[src/rtl/tug_pkg.sv]
// Shared tug-of-war definitions: player FSM states, LFSR geometry, HEX winner glyphs.
// Used by the cyber player, the lfsr10 generator and the playfield display logic.
package tug_pkg;

  localparam int LFSR_WIDTH = 10;
  // x^10 + x^7 + 1 taps, expressed as bit indices of the shift register
  localparam int LFSR_TAP_HI = 9;
  localparam int LFSR_TAP_LO = 6;

  typedef enum logic [1:0] {
    IDLE    = 2'd0,
    HOLD    = 2'd1,
    RELEASE = 2'd2
  } player_state_t;

  // Active-low seven-segment patterns, bit order gfedcba
  localparam logic [6:0] HEX_OFF   = 7'b1111111;
  localparam logic [6:0] HEX_LEFT  = 7'b1000111;
  localparam logic [6:0] HEX_RIGHT = 7'b0101111;

  function automatic logic [LFSR_WIDTH-1:0] lfsr_next(input logic [LFSR_WIDTH-1:0] s);
    return {s[LFSR_WIDTH-2:0], ~(s[LFSR_TAP_HI] ^ s[LFSR_TAP_LO])};
  endfunction

endpackage

[src/rtl/lfsr10.sv]
// Step-enabled 10-bit Fibonacci XNOR LFSR; all-zero reset state, all-ones is the unreachable lockup.
// One step per cycle with step high; no backpressure.
module lfsr10
  import tug_pkg::*;
(
  input  logic                  CLOCK_50,
  input  logic                  rst_n,
  input  logic                  step,
  output logic [LFSR_WIDTH-1:0] q
);

  always_ff @(posedge CLOCK_50 or negedge rst_n) begin
    if (!rst_n) begin
      q <= '0;
    end else if (step) begin
      q <= lfsr_next(q);
    end
  end

endmodule

[src/rtl/cyber_player.sv]
// Computer tug-of-war opponent: LFSR-vs-threshold press decisions on a prescaled tick.
// pull rises one clock after the deciding tick; no backpressure, enable=0 freezes to IDLE.
module cyber_player
  import tug_pkg::*;
#(
  parameter int LFSR_W     = LFSR_WIDTH,
  parameter int TICK_MAX   = 49999,
  parameter int HOLD_TICKS = 4,
  parameter int GAP_TICKS  = 2
) (
  input  logic              CLOCK_50,
  input  logic              rst_n,
  input  logic              enable,
  input  logic [LFSR_W-1:0] threshold,
  output logic              pressed,
  output logic              pull,
  output logic              tick
);

  localparam int TW = (TICK_MAX > 0) ? $clog2(TICK_MAX + 1) : 1;
  localparam int CW = $clog2(((HOLD_TICKS > GAP_TICKS) ? HOLD_TICKS : GAP_TICKS) + 1);
  localparam logic [TW-1:0] TICK_LAST = TW'(TICK_MAX);

  logic [TW-1:0]     tick_cnt;
  logic [LFSR_W-1:0] lfsr;
  logic              hit;
  player_state_t     state, state_nxt;
  logic [CW-1:0]     hold_cnt, hold_nxt;
  logic [CW-1:0]     gap_cnt, gap_nxt;

  assign tick = (tick_cnt == TICK_LAST);

  always_ff @(posedge CLOCK_50 or negedge rst_n) begin
    if (!rst_n) begin
      tick_cnt <= '0;
    end else if (tick) begin
      tick_cnt <= '0;
    end else begin
      tick_cnt <= tick_cnt + TW'(1);
    end
  end

  lfsr10 u_lfsr (
    .CLOCK_50 (CLOCK_50),
    .rst_n    (rst_n),
    .step     (tick),
    .q        (lfsr)
  );

  // Decision uses the value held before this tick's LFSR step
  assign hit = (lfsr < threshold);

  always_comb begin
    state_nxt = state;
    hold_nxt  = hold_cnt;
    gap_nxt   = gap_cnt;
    if (!enable) begin
      state_nxt = IDLE;
      hold_nxt  = '0;
      gap_nxt   = '0;
    end else if (tick) begin
      unique case (state)
        IDLE: begin
          if (hit) begin
            state_nxt = HOLD;
            hold_nxt  = CW'(HOLD_TICKS);
          end
        end
        HOLD: begin
          hold_nxt = hold_cnt - CW'(1);
          if (hold_cnt == CW'(1)) begin
            state_nxt = RELEASE;
            gap_nxt   = CW'(GAP_TICKS);
          end
        end
        RELEASE: begin
          gap_nxt = gap_cnt - CW'(1);
          if (gap_cnt == CW'(1)) begin
            state_nxt = IDLE;
          end
        end
        default: state_nxt = IDLE;
      endcase
    end
  end

  always_ff @(posedge CLOCK_50 or negedge rst_n) begin
    if (!rst_n) begin
      state    <= IDLE;
      hold_cnt <= '0;
      gap_cnt  <= '0;
      pressed  <= 1'b0;
      pull     <= 1'b0;
    end else begin
      state    <= state_nxt;
      hold_cnt <= hold_nxt;
      gap_cnt  <= gap_nxt;
      pressed  <= (state_nxt == HOLD);
      pull     <= (state == IDLE) && (state_nxt == HOLD);
    end
  end

endmodule

[config.mk]
export PLATFORM = sky130hd
export DESIGN_NAME = cyber_player
export DESIGN_NICKNAME = d
export VERILOG_FILES = /design/src/rtl/tug_pkg.sv /design/src/rtl/lfsr10.sv /design/src/rtl/cyber_player.sv
export SDC_FILE = /design/constraint.sdc
export NUM_CORES = 1
export LEC_CHECK = 0
export ABC_AREA = 0
export BUFFER_PORTS_ARGS = -buffer_cell sky130_fd_sc_hd__buf_2
export CAP_MARGIN = 20
export CORE_AREA = 2 2 66 68
export CTS_CLUSTER_SIZE = 10
export DETAILED_ROUTE_END_ITERATION = 6
export DIE_AREA = 0 0 68 70
export PLACE_DENSITY = 0.63
export SYNTH_ARGS = -nofsm -noshare
export SYNTH_HDL_FRONTEND = slang
export SYNTH_SLANG_ARGS = --single-unit
export TNS_END_PERCENT = 30
[constraint.sdc]
create_clock -name CLOCK_50 -period 4.4 [get_ports CLOCK_50]
set_input_delay 1.32 -clock CLOCK_50 [delete_from_list [all_inputs] [get_ports CLOCK_50]]
set_output_delay 1.32 -clock CLOCK_50 [all_outputs]
set_load 0.03 [all_outputs]
Yosys cells after proc, flatten, opt, wreduce, memory -nomap -nowiden
Cells that the tools add are included.
{ "op_classes": {"addsub": 3, "n_lt_le_gt_ge": 1, "eq_ne": 11, "n_mux": 15, "bitwise_logic": 2, "n_reduce_logical": 4} }
{ "ops": {"columns": ["op", "count"], "rows": [
  ["two-way mux 3 bit", 6],
  ["adder 16 x 1 -> 16 bit (second input constant)", 1],
  ["equality test 16 bit (second input constant)", 1],
  ["two-way mux 16 bit", 1],
  ["case mux 3 bit (2 select lines)", 2],
  ["less-than comparator 10 bit", 1],
  ["two-way mux 2 bit", 5],
  ["equality test 3 x 1 -> 1 bit (second input constant)", 2],
  ["!= test 3 x 1 -> 1 bit (second input constant)", 2],
  ["!= test 3 bit (second input constant)", 2],
  ["case mux 2 bit (3 select lines)", 1],
  ["AND reduction 3 bit", 2],
  ["subtractor 3 x 1 -> 3 bit (second input constant)", 2],
  ["equality test 2 x 1 -> 1 bit (second input constant)", 2],
  ["equality test 2 bit (second input constant)", 1],
  ["zero test 2 bit", 1],
  ["!= test 2 x 1 -> 1 bit (second input constant)", 1],
  ["logical AND 1 bit", 1],
  ["NOT 1 bit", 1],
  ["XOR 1 bit", 1]
]} }
{ "word_totals": {"reg_bits": 36, "inputBits": 13, "output_inout_bits": 3, "elab_cells": 43} }

Logic depth before layout (Yosys ltp)
{ "logic_depth": {"depth_word": 7, "depth_mapped": 7, "depth_no_buf": 7} }

Hierarchy
A second synthesis with hierarchy kept.
{ "hier_totals": {"cells_unflattened": 185, "hier_area_um2": 1980.6} }
{ "by_module_without_submodules": {"columns": ["mod", "n_inst", "cells_each", "area_each_um2", "seq_area_each_um2"], "rows": [
  ["cyber_player", 1, 163, 1597.8, 650.6],
  ["lfsr10", 1, 22, 382.9, 250.2]
]} }

Worst setup path before layout
OpenSTA, ideal clock, no wires.
{ "synth_path": {"kind": "input to register", "start": "in threshold[4]", "end": "reg pull", "setup_time_ns": 0.069, "t_arrival_ns": 2.765, "required_time_ns": 4.331, "path_slack_ns": 1.566, "cell_stages": 7, "path_buffers": 0, "cell_sequence": "inv_1 -> ha_1 -> a21oi_1 -> a211oi_1 -> or4_1 -> nor3_2 -> and4_1"} }
{ "synth_via": {"elab_chain_len": 7} }
{ "synth_lines": {"columns": ["element", "line_no", "source"], "rows": [
  ["start: declaration", "cyber_player.sv:14", "input logic [LFSR_W-1:0] threshold,"],
  ["less-than comparator 10 bit", "cyber_player.sv:51", "assign hit = (lfsr < threshold);"],
  ["two-way mux 2 bit", "cyber_player.sv:64", "if (hit) begin"],
  ["case mux 2 bit (3 select lines)", "cyber_player.sv:62", "unique case (state)"],
  ["two-way mux 2 bit", "cyber_player.sv:61", "end else if (tick) begin"],
  ["two-way mux 2 bit", "cyber_player.sv:57", "if (!enable) begin"],
  ["equality test 2 x 1 -> 1 bit", "cyber_player.sv:99", "pull <= (state == IDLE) && (state_nxt == HOLD);"],
  ["logical AND 1 bit", "cyber_player.sv:99", null],
  ["end signal: assignment", "cyber_player.sv:99", null],
  ["end: declaration", "cyber_player.sv:16", "output logic pull,"]
]} }
No other way between the ends.
A chain may end at the register's enable or synchronous reset.

Final worst setup path
{ "layout_path": {"start": "reg tick_cnt[7]", "end": "out tick"} }
{ "layout_via": {"elab_chain_len": 1} }
{ "layout_lines": {"columns": ["element", "line_no", "source"], "rows": [
  ["start: declaration", "cyber_player.sv:24", "logic [TW-1:0] tick_cnt;"],
  ["start signal: assignment", "cyber_player.sv:39", "tick_cnt <= tick_cnt + TW'(1);"],
  ["equality test 16 bit", "cyber_player.sv:31", "assign tick = (tick_cnt == TICK_LAST);"],
  ["end: declaration", "cyber_player.sv:17", "output logic tick"]
]} }
No other way between the ends.

==> results.sh <==
export IMPL_worstPathRequired_ns=3.08
export IMPL_power_density_nw_per_um2=274.3
export IMPL_gr_total_overflow=0
export IMPL_die_h_um=70
export IMPL_wl_per_cell_um=12.54
export IMPL_setup_tns_ns=0
export IMPL_final_setup_skew_ns=0.005519
export IMPL_grt_pass1_wl_um=6023
export IMPL_num_io_pins=16
export IMPL_cts_max_level=2
export IMPL_cts_inserted_buffers=5
export IMPL_cp_end_kind="output port"
export IMPL_min_period_ns=3.004
export IMPL_outcome="finished, final reports clean"
export IMPL_root_buffer="clkbuf_8"
export IMPL_fmax_mhz=332.9
export IMPL_drc_errors=0
export IMPL_ant_nets=0
export IMPL_grt_antenna_before_repair=0
export IMPL_avgSynthCellArea_um2=9.521
export IMPL_hold_viol=0
export IMPL_portBuffers=15
export IMPL_finalCritPeriodShare_pct=68.28
export IMPL_synth_ff_type="dfrtp_1"
export IMPL_ir_drop_mv=0.1282
export IMPL_cts_setup_buffers=0
export IMPL_critical_path_max_fanout=6
export IMPL_yosysTopAreaCell="dfrtp_1"
export IMPL_grt_max_degree=37
export IMPL_crit_slowest_cell="dfrtp_1"
export IMPL_slew_headroom_pct=40.80
export IMPL_start_kind="register"
export IMPL_grt_pass1_vias=1377
export IMPL_cts_buffer_depth=2
export IMPL_rsz0062_at_grt="false"
export IMPL_drt_iter0_markers=50
export IMPL_crit_path_max_incr_delay_ns=0.45
export IMPL_die_area_um2=4760
export IMPL_dp_hpwl_um=2409
export IMPL_clock_latency_ns=0.29
export IMPL_ctsResizeCount=0
export IMPL_grt_usage_pct=16.84
export IMPL_arrival_ns=1.68
export IMPL_netlist_top_cells_area="dfrtp_1 46%, ha_1 9.0%, nand2_1 6.7%"
export IMPL_routed_wl_um=3449
export IMPL_drive_gt1_share_pct=10.76
export IMPL_layout_nets=249
export IMPL_gp_congestion=0.7678
export IMPL_firstDrtPassIters=4
export IMPL_worst_path_buf_inv=1
export IMPL_clkTransAtPathRegs_ns=0.07
export IMPL_syn_num_nets=232
export IMPL_start_util_pct=47.10
export IMPL_routed_via_density=5.175
export IMPL_crit_type="reg -> out"
export IMPL_antenna_cells=0
export IMPL_leakagePower_uw=0.001086
export IMPL_place_area_um2=2064
export IMPL_postSynthCellCount=205
export IMPL_die_x_um=68
export IMPL_synth_edff_count=0
export IMPL_fin_area_um2=2155
export IMPL_seq_area_frac_synth_pct=46.15
export IMPL_setup_ws_ns=1.396
export IMPL_cts_sinks=36
export IMPL_num_vias=1423
export IMPL_synth_top_area_share_pct=46.15
export IMPL_setup_viol=0
export IMPL_dpl_worst_slack_ns=1.343
export IMPL_slew_violations=0
export IMPL_rows=24
export IMPL_max_cap_viol_count=0
export IMPL_tightest_slew_ns=0.8874
export IMPL_cts_tree="done"
export IMPL_syn_to_final_growth_pct=10.38
export IMPL_ys_seq_elements=36
export IMPL_hp_class="reg -> reg"
export IMPL_async_flop_share_pct=100.0
export IMPL_netlist_area_um2=1952
export IMPL_cts_hold_fix_buffers=0
export IMPL_critical_path_top_delay_family="simple AND/OR/NAND/NOR gates"
export IMPL_crit_chain="nor4b_2 -> and4b_1 -> buf_2"
export IMPL_fill_cells=391
export IMPL_yosysWarnings=0
export IMPL_core_um2=4144
export IMPL_ys_types=37
-- through the flow --
step	hold slack (ns)	std cells	util, %	power (uW)
after floorplan	0.4479	205	-	343.7
after global placement	0.4757	267	49.82	357.2
after detailed placement	0.4764	267	49.82	357.3
after CTS	0.4888	275	51.99	597.2
after global routing	0.4951	275	51.99	616.6
final	0.4846	275	51.99	590.9
-- power by group --
part | switching, uW | internal [uW]
Combinational | 12.6 | 6.68
Sequential | 0.000000000000246 | 331
Clock | 113 | 128
Total | 126 | 465
-- cells in the mapped netlist (5+ instances only) --
master	instances
ha_1	14
and4_1	5
a21oi_1	7
nor2_1	17
inv_1	15
xor2_1	10
nand3_1	9
nand2_1	35
o21ai_0	7
dfrtp_1	36
-- cells in the final DEF, fill, tap and decap left out, types with 4 or more instances in the layout --
cell type,n
a21oi_1,7
and4_1,5
buf_2,15
clkbuf_8,6
dfrtp_1,36
ha_1,14
inv_1,15
nand2_1,35
nand2b_1,4
nand3_1,9
nor2_1,17
nor2b_1,4
nor3_1,4
o21ai_0,7
xnor2_1,4
xor2_1,10
-- final timing paths --
kind,from,to,slack (ns),cells after the start
worst max register to register,tick_cnt[7],pressed,2.09,5
worst min-delay path,tick_cnt[0],tick_cnt[0],0.48,1
worst max-delay path,tick_cnt[7],tick,1.40,3
worst min register to register,tick_cnt[0],tick_cnt[0],0.48,1
max in group asynchronous,rst_n,tick_cnt[3],2.77,1
min in group asynchronous,rst_n,u_lfsr.q[0],1.11,1
-- layer usage --
metal	up-vias	global-route usage [%]	part of all wire [%]
met4	0	7.778	1.8
met1	664	20.55	49
li1	739	-	-
met5	-	0	0
met2	15	26.97	46
met3	5	4.831	3.2
-- sequential cells by signal, summed over array words and instances, names as in the netlist --
register  count
state         2
tick_cnt     16
hold_cnt      3
pressed       1
gap_cnt       3
pull          1
u_lfsr.q     10
-- kinds of logic (layout without fill, tap and decap cells) --
family          after synthesis  after routing  synth area share (%)
xor+xnor                     14             14                 6.282
flops                        36             36                 46.15
fa+ha+maj                    14             14                 8.974
simple gates                 94             94                 25.19
mux                           1              1                0.5128
buf+inv                      20             38                 4.294
compound gates               26             26                 8.590
-- layout make-up --
cell class,instances,area [um^2],share of cell area [%]
well taps,52,65.06,3.020
inverters,15,56.30,2.613
flip-flops and latches,36,900.9,41.81
repair buffers,15,75.07,3.484
multi-input cells,149,967.2,44.89
clock buffers,8,90.09,4.181
Power figures use the tool's default switching activity.
